File: config.mk
export PLATFORM = sky130hd
export DESIGN_NAME = nonuni_dac
export DESIGN_NICKNAME = d
export VERILOG_FILES = /design/src/rtl/nonuni_dac_pkg.sv /design/src/rtl/nonuni_dac_fifo.sv /design/src/rtl/nonuni_dac.sv
export SDC_FILE = /design/constraint.sdc
export NUM_CORES = 1
export LEC_CHECK = 0
export ABC_AREA = 1
export CORE_UTILIZATION = 55
export CTS_CLUSTER_DIAMETER = 120
export DETAILED_ROUTE_END_ITERATION = 6
export HOLD_SLACK_MARGIN = 0.03
export PLACE_DENSITY = 0.81
export SETUP_SLACK_MARGIN = 0.05
export SLEW_MARGIN = 25
export SYNTH_ARGS = -nofsm -noshare
export SYNTH_HDL_FRONTEND = slang
export SYNTH_SLANG_ARGS = --single-unit
File: constraint.sdc
create_clock -name clk -period 2.3 [get_ports clk]
set_clock_uncertainty 0.05 [all_clocks]
set_input_delay 0.345 -clock clk [delete_from_list [all_inputs] [get_ports clk]]
set_output_delay 0.345 -clock clk [all_outputs]
set_load 0.03 [all_outputs]
File: src/rtl/nonuni_dac_pkg.sv
// Shared types and the reconstruction-level table for the non-uniform 3-bit DAC.
// NONUNI_DAC_XREAL_EN additionally provides the xreal type for the analog output.
package nonuni_dac_pkg;

    typedef logic [2:0] code_t;

    typedef enum logic [0:0] {
        IDLE = 1'b0,
        HOLD = 1'b1
    } state_t;

    // Midpoints of the ADC threshold bins, in millivolts
    localparam int unsigned LEVEL_MV [0:7] = '{250, 800, 1450, 2150, 2850, 3600, 4350, 4850};

`ifdef NONUNI_DAC_XREAL_EN
    typedef real xreal;
`endif

    function automatic int unsigned level_of(input code_t code);
        return LEVEL_MV[code];
    endfunction

endpackage

File: src/rtl/nonuni_dac_fifo.sv
// Small synchronous FIFO of DAC codes; pointers carry an extra wrap bit so that
// full and empty are distinguished by the MSB compare.
module nonuni_dac_fifo
    import nonuni_dac_pkg::*;
#(
    parameter int unsigned DEPTH = 4
) (
    input  logic  clk,
    input  logic  rst_n,
    input  logic  push,
    input  code_t wdata,
    input  logic  pop,
    output code_t rdata,
    output logic  full,
    output logic  empty
);

    localparam int unsigned AW = $clog2(DEPTH);

    logic [AW:0] wptr_q, rptr_q;
    code_t       mem_q [DEPTH];

    always_ff @(posedge clk or negedge rst_n) begin
        if (!rst_n) begin
            wptr_q <= '0;
            rptr_q <= '0;
        end else begin
            if (push && !full) begin
                wptr_q <= wptr_q + 1'b1;
            end
            if (pop && !empty) begin
                rptr_q <= rptr_q + 1'b1;
            end
        end
    end

    always_ff @(posedge clk) begin
        if (push && !full) begin
            mem_q[wptr_q[AW-1:0]] <= wdata;
        end
    end

    assign rdata = mem_q[rptr_q[AW-1:0]];
    assign empty = (wptr_q == rptr_q);
    assign full  = (wptr_q[AW] != rptr_q[AW]) && (wptr_q[AW-1:0] == rptr_q[AW-1:0]);

endmodule

File: src/rtl/nonuni_dac.sv
// Clocked DAC front-end: buffers 3-bit codes and holds each non-uniform level for
// HOLD_CYCLES cycles. NONUNI_DAC_XREAL_EN adds the real-valued dac_out port.
module nonuni_dac
    import nonuni_dac_pkg::*;
#(
    parameter int unsigned DEPTH       = 4,
    parameter int unsigned HOLD_CYCLES = 8,
    parameter int unsigned MV_W        = 13
) (
    input  logic            clk,
    input  logic            rst_n,
    input  logic            in_valid,
    input  logic [2:0]      in_code,
    output logic            in_ready,
    output logic [MV_W-1:0] dac_mv,
    output logic [2:0]      dac_code,
    output logic            dac_upd,
`ifdef NONUNI_DAC_XREAL_EN
    output xreal            dac_out,
`endif
    output logic            busy
);

    localparam int unsigned   CW        = (HOLD_CYCLES > 1) ? $clog2(HOLD_CYCLES) : 1;
    localparam logic [CW-1:0] HOLD_LOAD = CW'(HOLD_CYCLES - 1);

    state_t            state_q, state_d;
    logic [CW-1:0]     hold_cnt_q, hold_cnt_d;
    logic [MV_W-1:0]   dac_mv_q;
    code_t             dac_code_q;
    logic              dac_upd_q;
    logic              push, pop, full, empty;
    code_t             fifo_rdata;

    // The FIFO is the only source of back-pressure, so ready is simply !full.
    assign in_ready = !full;
    assign push     = in_valid && in_ready;

    nonuni_dac_fifo #(
        .DEPTH (DEPTH)
    ) u_fifo (
        .clk   (clk),
        .rst_n (rst_n),
        .push  (push),
        .wdata (in_code),
        .pop   (pop),
        .rdata (fifo_rdata),
        .full  (full),
        .empty (empty)
    );

    always_comb begin
        state_d    = state_q;
        hold_cnt_d = hold_cnt_q;
        pop        = 1'b0;
        unique case (state_q)
            IDLE: begin
                if (!empty) begin
                    pop        = 1'b1;
                    hold_cnt_d = HOLD_LOAD;
                    state_d    = HOLD;
                end
            end
            HOLD: begin
                if (hold_cnt_q != '0) begin
                    hold_cnt_d = hold_cnt_q - 1'b1;
                end else if (!empty) begin
                    pop        = 1'b1;
                    hold_cnt_d = HOLD_LOAD;
                end else begin
                    state_d = IDLE;
                end
            end
            default: state_d = IDLE;
        endcase
    end

    // Output level persists after the queue drains; only reset returns it to zero.
    always_ff @(posedge clk or negedge rst_n) begin
        if (!rst_n) begin
            state_q    <= IDLE;
            hold_cnt_q <= '0;
            dac_mv_q   <= '0;
            dac_code_q <= '0;
            dac_upd_q  <= 1'b0;
        end else begin
            state_q    <= state_d;
            hold_cnt_q <= hold_cnt_d;
            dac_upd_q  <= pop;
            if (pop) begin
                dac_code_q <= fifo_rdata;
                dac_mv_q   <= MV_W'(level_of(fifo_rdata));
            end
        end
    end

`ifdef NONUNI_DAC_XREAL_EN
    always_ff @(posedge clk or negedge rst_n) begin
        if (!rst_n) begin
            dac_out <= 0.0;
        end else if (pop) begin
            dac_out <= real'(level_of(fifo_rdata)) * 1.0e-3;
        end
    end
`endif

    assign dac_mv   = dac_mv_q;
    assign dac_code = dac_code_q;
    assign dac_upd  = dac_upd_q;
    assign busy     = (state_q == HOLD) || !empty;

endmodule

# Word level (Yosys, flattened, before mapping)
# Memories as Yosys holds them, arrays and structs flattened. A register that Yosys moved wholly into a read port is not among the register bits.
# Cells that the tools add are included.
[totals]
ff_bits = 14
inputBits = 6
mem_bits_rw = 12
elab_cells = 35
memories = 2
romBits = 256
output_inout_bits = 19
[op_classes]
mux = 10
n_bitwise = 2
eq_ne = 3
n_addsub = 3
reduce_logical = 9
[mem_list]
columns = ["name", "depth", "width", "rd", "rd_ports_with_merged_regs", "wr", "line_no", "text"]
rows = [
  ["(no name shown)", 8, 32, 1, 1, 0, "nonuni_dac_pkg.sv:20", "return LEVEL_MV[code];"],
  ["u_fifo.mem_q", 4, 3, 1, 0, 1, "nonuni_dac_fifo.sv:21", "code_t mem_q [DEPTH];"],
]
[op_table]
columns = ["cell", "count"]
rows = [
  ["$add 3x1->3 const B", 2],
  ["$mux 3", 2],
  ["$pmux 3 s2", 1],
  ["$mux 1", 5],
  ["$logic_and 1x1->1", 4],
  ["$not 3->4", 1],
  ["$pmux 1 s2", 2],
  ["$eq 3x3->1", 1],
  ["$logic_not 1->1", 3],
  ["$reduce_bool 3->1", 1],
  ["$sub 3x1->3 const B", 1],
  ["$eq 2x2->1", 1],
  ["$logic_or 1x1->1", 1],
  ["$ne 1x1->1", 1],
  ["$not 1->1", 1],
]

# Logic depth before layout (Yosys ltp)
# Gate-level depths: netlist (run 1).
[logic_depth]
ltp_word = 7
mapped_depth = 13
depth_no_buf = 11

# Cells and area by module
# Synthesis (run 1) repeated with hierarchy kept, for this count alone.
[hier_totals]
hier_cells = 225
hier_area_um2 = 1981.9
[by_module_without_submodules]
columns = ["mod", "instances", "area_per_inst_um2", "cells_each"]
rows = [
  ["nonuni_dac", 1, 1088.5, 136],
  ["nonuni_dac_fifo", 1, 893.4, 89],
]

# Least setup slack after synthesis (run 1)
# Ideal clock, no wire load.
[synth_path]
kind = "register -> register"
start = "register u_fifo.rptr_q[0]"
end = "register dac_mv_q[7] (netlist: dac_mv[7])"
arrival_ns = 1.642
path_stages_with_launch = 13
setup_time_ns = 0.117
path_slack_ns = 0.492
n_path_buf = 2
required_time_ns = 2.133
cell_sequence = "dfrtp_1 -> buf_6 -> inv_2 -> buf_6 -> o211ai_1 -> nand2_1 -> inv_1 -> ha_1 -> or2_2 -> nand2_1 -> nand2_1 -> nand2_1 -> nand2_1"
[synth_between]
elab_cells_between_ends = 6
[synth_rtl]
columns = ["item", "line_no", "text"]
rows = [
  ["start: declaration", "nonuni_dac_fifo.sv:20", "logic [AW:0] wptr_q, rptr_q;"],
  ["start signal: assignment", "nonuni_dac_fifo.sv:32", "rptr_q <= rptr_q + 1'b1;"],
  ["$mem_v2 4x3", "n/a", ""],
  ["net fifo_rdata[0]", "nonuni_dac.sv:33", "code_t fifo_rdata;"],
  ["$not 3->4 (not written as such)", "nonuni_dac_pkg.sv:20", ""],
  ["end: declaration", "nonuni_dac.sv:29", "logic [MV_W-1:0] dac_mv_q;"],
]
# The timed path passes the listed nets, and every way through them passes these cells.
# A chain may end at the register's enable or synchronous reset.

# Worst setup path in the final report (run 1)
[layout_path]
start = "register u_fifo.wptr_q[0]"
end = "output busy"
[layout_between]
elab_chain_cells = 3
[layout_rtl]
columns = ["item", "line_no", "text"]
rows = [
  ["start: declaration", "nonuni_dac_fifo.sv:20", ""],
  ["start signal: assignment", "nonuni_dac_fifo.sv:29", "wptr_q <= wptr_q + 1'b1;"],
  ["$eq 3x3->1", "nonuni_dac_fifo.sv:44", "assign empty = (wptr_q == rptr_q);"],
  ["$logic_not 1->1", "nonuni_dac.sv:110", "assign busy = (state_q == HOLD) || !empty;"],
  ["$logic_or 1x1->1", "nonuni_dac.sv:110", ""],
  ["end: declaration", "nonuni_dac.sv:21", "output logic busy"],
]
# No other way between the ends.

==> impl_metrics.ini, run 1 <==
[grt]
grt_max_degree = 27
grt_pass1_vias = 1384
grt_pass1_wl_um = 6020
antenna_found_initial = 0
grtUsageTotal_pct = 19.8
grt-ovfl-total = 0

[min_path]
hold_path.class = in2async

[setup_path]
crit_chain = inv_1, nand2_1, nand2_2, nand3_4, or2_2, clkbuf_2
critical-path-slowest-cell = dfrtp_1
arrival_ps = 1690
crit_path_max_incr_delay_ps = 440
path_max_fanout = 5
cp-start-kind = flip-flop
required_ps = 1900
end_kind = output port
path_class = reg2out

[sta]
hold_violations = 0
final.setup.tns_ps = 0
fin_crit_ps = 2090
rsz0062_at_grt = false
fmax_mhz = 479
drv_slew = 0
setup_viol = 0
fin_crit_sh_pct = 90.8

[cells_and_area]
syn2layout_area_growth_pct = 16.2
final_util_pct = 68.8
nNetsFinal = 273
post_route_cells_drive_above_1_share_pct = 11.8
antenna_cells = 0

[pwr]
powerDensity_nw_per_um2 = 1530
ir_worst_vdd_v = 0.000747
finalPower_mw = 3.59
leakagePower_nw = 1.19

[floorplanning]
die_w_um = 62.6
die_area_um2 = 3920
ios = 25
core_area_um2 = 3420
fp-row-count = 21
die_y_um = 62.6
floorplan.initialDensity_pct = 59.2

[cts]
numCtsBuffers = 5
clk_latency_ps = 330
path_clk_slew_ps = 110
cts_max_level = 2
root_buffer = clkbuf_4
cts_tree = yes
postCtsSetupRepairBufs = 0
clockBufferDepth = 2
hold_buffers = 0
cts_sinks = 38

[synth]
syn-num-nets = 247
ys_seq_area_share_pct = 50.0
ys_warn_count = 0
yosys_register_bits = 38
yosysTopAreaCell = dfrtp_1
yosysUniqueCellTypes = 26
synth_top_cell_area_share_pct = 32.2
synth_area_um2 = 2020
avgSynthCellArea_um2 = 8.86
syn_inst = 228
synth_area_leaders = dfrtp_1 32%, nand2_1 19%, edfxtp_1 18%, ha_1 8.0%, inv_1 4.1%

[outcome]
outcome = completed

[flow_run]
maxCapViolations = 0

[route]
wire_per_inst_um = 11.0
routed_wl_um = 3320
drcViolationCount = 0
vias_per_cell = 4.70
firstDrtPassIters = 4
drtAntennaViolNets = 0
vias = 1416
drt_iter0_drc = 67

[placed_design]
port_buffers = 23
place_congestion = 0.792
dp_hpwl_um = 2410
-- cells in the mapped netlist (all sizes together) --
cell type  instances
conb               1
nor2               6
nand2            110
inv               27
nand4              1
dfrtp             26
o211ai             2
ha                13
nand3              9
xor2               2
or2                2
edfxtp            12
nand3b             1
o21ai              8
buf                7
xnor2              1
-- layer usage --
| metal | GRT usage, % | routed length (µm) |
|---|---|---|
| met5 | 0 | 0 |
| met4 | 6.10 | 31 |
| met3 | 4.93 | 110 |
| met2 | 32.5 | 1550 |
| met1 | 25.9 | 1630 |
-- layout make-up --
cell class | count | area (µm²)
fillers | 275 | 1070
multi-input cells | 156 | 820
repair buffers | 26 | 246
clock buffers | 5 | 37.5
inverters | 27 | 111
clock inverters | 3 | 63.8
flip-flops and latches | 38 | 1010
well taps | 46 | 57.6
-- registers in the layout, summed over array words and instances, names as in the netlist --
register       cells
u_fifo.wptr_q      3
dac_upd            1
u_fifo.rptr_q      3
state_q            1
dac_code           3
dac_mv            12
hold_cnt_q         3
u_fifo.mem_q      12
-- critical path: cells and delay by family, from the launching register on --
family	cells	cell delay, ps
AND/OR/NAND/NOR	4	600
flip-flops	1	440
buffers and inverters	2	320
-- through the flow --
step	instance area, µm²	setup slack, ps	std cells	hold WS, ps
after floorplan	2020	492	228	-0.591
after global placement	2250	147	293	413
after detailed placement	2250	114	293	414
after CTS	2350	24.9	301	328
after global routing	2350	105	301	357
final	2350	213	301	320
-- report_power, final --
group	internal [mW]	switching, mW	total [mW]
Sequential	0.948	0.158	1.11
Clock	0.335	0.212	0.547
Combinational	0.713	1.22	1.93
Total	2.00	1.59	3.59
-- timing repair --
| item | in CTS | in global routing |
|---|---|---|
| resized for setup | 3 | 2 |
| setup endpoints to repair | 2 | 1 |
| pin swaps | 0 | 0 |
-- logic make-up after synthesis --
| group | share of synthesized area [%] |
|---|---|
| adders and majority gates | 8.05 |
| xor gates and xnor gates | 1.30 |
| and+or+nand+nor | 27.7 |
| AOI/OAI and AO/OA | 3.28 |
| DFF | 50.0 |
| buffers and inverters | 9.41 |
| other | 0.186 |
-- layout by cell type, fill, tap and decap left out, drive strengths merged --
master / netlist / layout
nand3: 9 / 9
o211ai: 2 / 2
ha: 13 / 13
xnor2: 1 / 1
inv: 27 / 27
o21ai: 8 / 8
buf: 7 / 3
dlygate4sd2: 0 / 1
edfxtp: 12 / 12
clkdlybuf4s50: 0 / 21
clkinv: 0 / 1
nor2: 6 / 6
nand4: 1 / 1
clkbuf: 0 / 6
nand3b: 1 / 1
dfrtp: 26 / 26
conb: 1 / 1
bufinv: 0 / 2
xor2: 2 / 2
nand2: 110 / 110
or2: 2 / 2
-- final timing paths --
path,from,end,slack (ps),cells past startpoint
max,u_fifo.wptr_q[0]$_DFFE_PN0P_,busy,210,6
min reg2reg,dac_mv[11]$_DFFE_PN0P_,dac_mv[11]$_DFFE_PN0P_,440,2
min in group clk,dac_mv[11]$_DFFE_PN0P_,dac_mv[11]$_DFFE_PN0P_,440,2
min,rst_n,hold_cnt_q[1]$_DFF_PN0_,320,2
max reg2reg,u_fifo.rptr_q[0]$_DFFE_PN0P_,dac_mv[7]$_DFFE_PN0P_,380,12
max in group asynchronous,rst_n,u_fifo.rptr_q[1]$_DFFE_PN0P_,1620,2
No activity file was read; power rests on OpenSTA's default activity.
==> run 2: changes to the inputs <==
--- a/config.mk
+++ b/config.mk
@@ -10,7 +10,7 @@
 export CTS_CLUSTER_DIAMETER = 120
 export DETAILED_ROUTE_END_ITERATION = 6
 export HOLD_SLACK_MARGIN = 0.03
-export PLACE_DENSITY = 0.81
+export PLACE_DENSITY = 0.84
 export SETUP_SLACK_MARGIN = 0.05
 export SLEW_MARGIN = 25
 export SYNTH_ARGS = -nofsm -noshare
==> impl_metrics.ini, run 2 (synthesis results as in run 1) <==
[cts]
cts_tree = yes
root_buffer = clkbuf_4
numCtsBuffers = 5
clk_latency_ps = 350
clockBufferDepth = 2
hold_buffers = 0
cts_max_level = 2
path_clk_slew_ps = 110
cts_sinks = 38
postCtsSetupRepairBufs = 0

[cells_and_area]
layout.cells.non_filler = 302
final_util_pct = 68.2
syn2layout_area_growth_pct = 15.2
final_common_cell = nand2_1
nNetsFinal = 274
mostFrequentLayoutCells = 104 x nand2_1, 26 x dfrtp_1, 22 x inv_1
post_route_cells_drive_above_1_share_pct = 11.3
antenna_cells = 0

[sta]
fin_crit_ps = 2120
fin_crit_sh_pct = 92.1
setup_viol = 0
drv_slew = 0
hold_violations = 0
rsz0062_at_grt = false
fmax_mhz = 472
final.setup.tns_ps = 0
worst_slack_ps = 183

[pwr]
ir_worst_vdd_v = 0.000877
leakagePower_nw = 1.18
finalPower_mw = 3.48
powerDensity_nw_per_um2 = 1500

[setup_path]
cp-start-kind = flip-flop
required_ps = 1900
arrival_ps = 1720
path_class = reg2out
end_kind = output port
path_max_fanout = 5

[min_path]
hold_path.class = in2async

[floorplanning]
die_y_um = 62.6
core_area_um2 = 3420
floorplan.initialDensity_pct = 59.2
die_w_um = 62.6
die_area_um2 = 3920
fp-row-count = 21
ios = 25

[placed_design]
dp_hpwl_um = 2360
pre_cts_slack_ps = 164
place_congestion = 0.773
port_buffers = 23
post-place-cells = 294

[route]
vias = 1443
drcViolationCount = 0
firstDrtPassIters = 4
vias_per_cell = 4.78
routed_wl_um = 3230
drtAntennaViolNets = 0
drt_iter0_drc = 48
wire_per_inst_um = 10.7

[outcome]
outcome = completed

[grt]
grt-ovfl-total = 0
grtUsageTotal_pct = 19.3
grt_pass1_wl_um = 5890
antenna_found_initial = 0
grt_max_degree = 27
grt_pass1_vias = 1366

[flow_run]
maxCapViolations = 0
run 2: cell count changes in the layout (fill, tap and decap cells not counted), sizes merged:
cell / previous run / this run
clkbuf: 6 / 8
buf: 3 / 4
bufinv: 2 / 1
clkinv: 1 / 0
run 2: timing repair:
action / in CTS / in global routing
resized for setup: 3 / 1
cloned: 0 / 0
endpoints found under the setup margin: 2 / 1
run 2: path summary, 6_finish.rpt:
| kind | startpoint | endpoint | slack (ps) | cells after the start |
|---|---|---|---|---|
| setup / recovery | u_fifo.wptr_q[0]$_DFFE_PN0P_ | busy | 180 | 6 |
| setup reg to reg | u_fifo.rptr_q[0]$_DFFE_PN0P_ | dac_mv[3]$_DFFE_PN0P_ | 390 | 12 |
| hold / removal | rst_n | state_q$_DFF_PN0_ | 290 | 2 |
| max in group asynchronous | rst_n | dac_mv[9]$_DFFE_PN0P_ | 1640 | 2 |
| min in group clk | dac_mv[3]$_DFFE_PN0P_ | dac_mv[3]$_DFFE_PN0P_ | 440 | 2 |
| hold reg to reg | dac_mv[3]$_DFFE_PN0P_ | dac_mv[3]$_DFFE_PN0P_ | 440 | 2 |
run 2: final cells by class:
class	instances	area, µm²
sequential	38	1010
inverter	27	111
clock buffer	7	45.0
clock inverter	1	30.0
timing repair buffer	27	254
fill	263	1090
multi-input combinational	156	820
tap	46	57.6
run 2: routing by layer:
layer	up-vias	track usage, %	routed length [µm]
met3	8	3.83	119
met2	30	33.2	1510
met5	-	0	0
met4	0	9.59	71
li1	751	-	-
met1	654	23.1	1530
run 2: stage by stage:
step	hold slack [ps]	area (µm²)
finish	295	2330
global route	332	2330
CTS	292	2330
detailed placement	415	2260
global placement	411	2260
floorplan	-0.591	2020
run 2: worst max-delay path, cell delays in order (launching register included):
cell and delay, ps:
dfrtp_1 440, inv_1 140, nand2_1 90, nand2_2 120
nand3_4 120, or2_2 290, clkbuf_2 180
run 2: power breakdown:
part	switching [mW]	internal, mW
logic	1.22	0.721
clock network	0.210	0.230
registers	0.148	0.947
==> run 3: changes to the inputs <==
--- a/config.mk
+++ b/config.mk
@@ -9,6 +9,7 @@
 export CORE_UTILIZATION = 55
 export CTS_CLUSTER_DIAMETER = 120
 export DETAILED_ROUTE_END_ITERATION = 6
+export GPL_TIMING_DRIVEN = 0
 export HOLD_SLACK_MARGIN = 0.03
 export PLACE_DENSITY = 0.84
 export SETUP_SLACK_MARGIN = 0.05
==> impl_metrics.ini, run 3 (synthesis results as in run 1) <==
[setup_path]
critical-path-slowest-cell = dfrtp_1
reg2reg_from = u_fifo.rptr_q[0]$_DFFE_PN0P_
reg2reg_slack_ps = 300
path_class = reg2out
startpoint = u_fifo.rptr_q[0]$_DFFE_PN0P_
required_ps = 1900
cp-start-kind = flip-flop
arrival_ps = 1720
end_kind = output port
reg2reg_depth = 13
crit_path_max_incr_delay_ps = 410
crit_chain = buf_6, inv_2, nand2_1, nand2_2, nand3_4, or2_2, buf_2
worstReg2RegEnd = dac_mv[3]$_DFFE_PN0P_
path_max_fanout = 8

[floorplanning]
die_w_um = 62.6
fp-row-count = 21
die_area_um2 = 3920
ios = 25
die_y_um = 62.6
floorplan.initialDensity_pct = 59.2
core_area_um2 = 3420

[pwr]
ir_worst_vdd_v = 0.000763
powerDensity_nw_per_um2 = 1530
leakagePower_nw = 1.22

[sta]
hold_violations = 0
fin_crit_sh_pct = 91.9
worst_slack_ps = 187
worstMarginPinSlew_ps = 576
fin_crit_ps = 2110
drv_slew = 0
max_slew_margin_pct = 61.6
rsz0062_at_grt = false
fmax_mhz = 473
setup_viol = 0
final.setup.tns_ps = 0

[outcome]
outcome = completed

[placed_design]
dp_hpwl_um = 2480
pre_cts_slack_ps = 124
place_congestion = 0.780
port_buffers = 23

[flow_run]
maxCapViolations = 0

[cells_and_area]
antenna_cells = 0
nNetsFinal = 278
nFillCells = 264
post_route_cells_drive_above_1_share_pct = 13.5
final_common_cell = nand2_1
mostFrequentLayoutCells = 104 x nand2_1, 26 x dfrtp_1, 21 x inv_1
multi_input_area_um2 = 820
regArea_um2 = 1010
syn2layout_area_growth_pct = 19.2
final_util_pct = 70.5

[route]
vias = 1449
firstDrtPassIters = 6
wire_per_inst_um = 10.8
routed_wl_um = 3300
drcViolationCount = 0
drt_iter0_drc = 65
drtAntennaViolNets = 0
vias_per_cell = 4.74

[min_path]
worstHoldPathCells = 2
min_from = dac_mv[7]$_DFFE_PN0P_
worst_hold_path.endpoint = dac_mv[7]$_DFFE_PN0P_
hold_path.class = reg2reg

[grt]
grt-ovfl-total = 0
grt_max_degree = 27
grt_pass1_wl_um = 6020
antenna_found_initial = 0
grt_pass1_vias = 1408
grtUsageTotal_pct = 19.8

[cts]
cts_tree = yes
clk_latency_ps = 350
cts_max_level = 2
path_clk_slew_ps = 110
root_buffer = clkbuf_4
cts_sinks = 38
numCtsBuffers = 5
postCtsSetupRepairBufs = 0
clockBufferDepth = 2
## run 3: worst max-delay path by stage
stage / endpoint / slack, ps / depth (start not counted)
finish: busy / 190 / 7
global route: busy / 60 / 7
detailed placement: busy / 120 / 6
floorplan: dac_mv[7]$_DFFE_PN0P_ / 490 / 12
CTS: busy / 60 / 7
global placement: busy / 150 / 6
## run 3: critical path: cells and delay by family, from the launching register on
kind	cells	cell delay, ps
buf+inv	3	370
flops	1	410
simple gates	4	570
## run 3: cell type report
class | count | area share [%]
buffer | 7 | 3.27
clock buffer | 5 | 1.56
clock inverter | 3 | 2.65
inverter | 27 | 4.62
multi-input combinational | 156 | 34.0
sequential | 38 | 42.0
tap | 46 | 2.39
timing repair buffer | 24 | 9.51
## run 3: through the flow
stage / area (µm²) / hold WS [ps] / total power, mW / cells
final: 2410 / 436 / 3.68 / 306
after global routing: 2410 / 474 / 4.01 / 306
after CTS: 2410 / 442 / 3.71 / 306
after detailed placement: 2300 / 329 / 3.15 / 297
after global placement: 2310 / 412 / 3.09 / 297
after floorplan: 2020 / -0.591 / 2.61 / 228
## run 3: power breakdown
group / internal, mW / switching [mW] / leakage, nW
Combinational: 0.781 / 1.25 / 0.738
Clock: 0.335 / 0.221 / 0.0528
Sequential: 0.947 / 0.146 / 0.433
Total: 2.06 / 1.62 / 1.22
## run 3: what timing repair did
action / CTS / global route
hold buffers: 1 / 0
gates resized for setup: 5 / 2
hold endpoints to repair: 26 / 0
setup endpoints to repair: 2 / 1
## run 3: metal layers
layer	up-vias	GRT usage [%]	wire [µm]	share of wire (%)
met5	-	0	0	0
met4	0	8.14	68	2.1
met3	6	5.29	125	3.8
met2	32	34.0	1640	50
met1	647	23.5	1460	44
li1	764	-	-	-
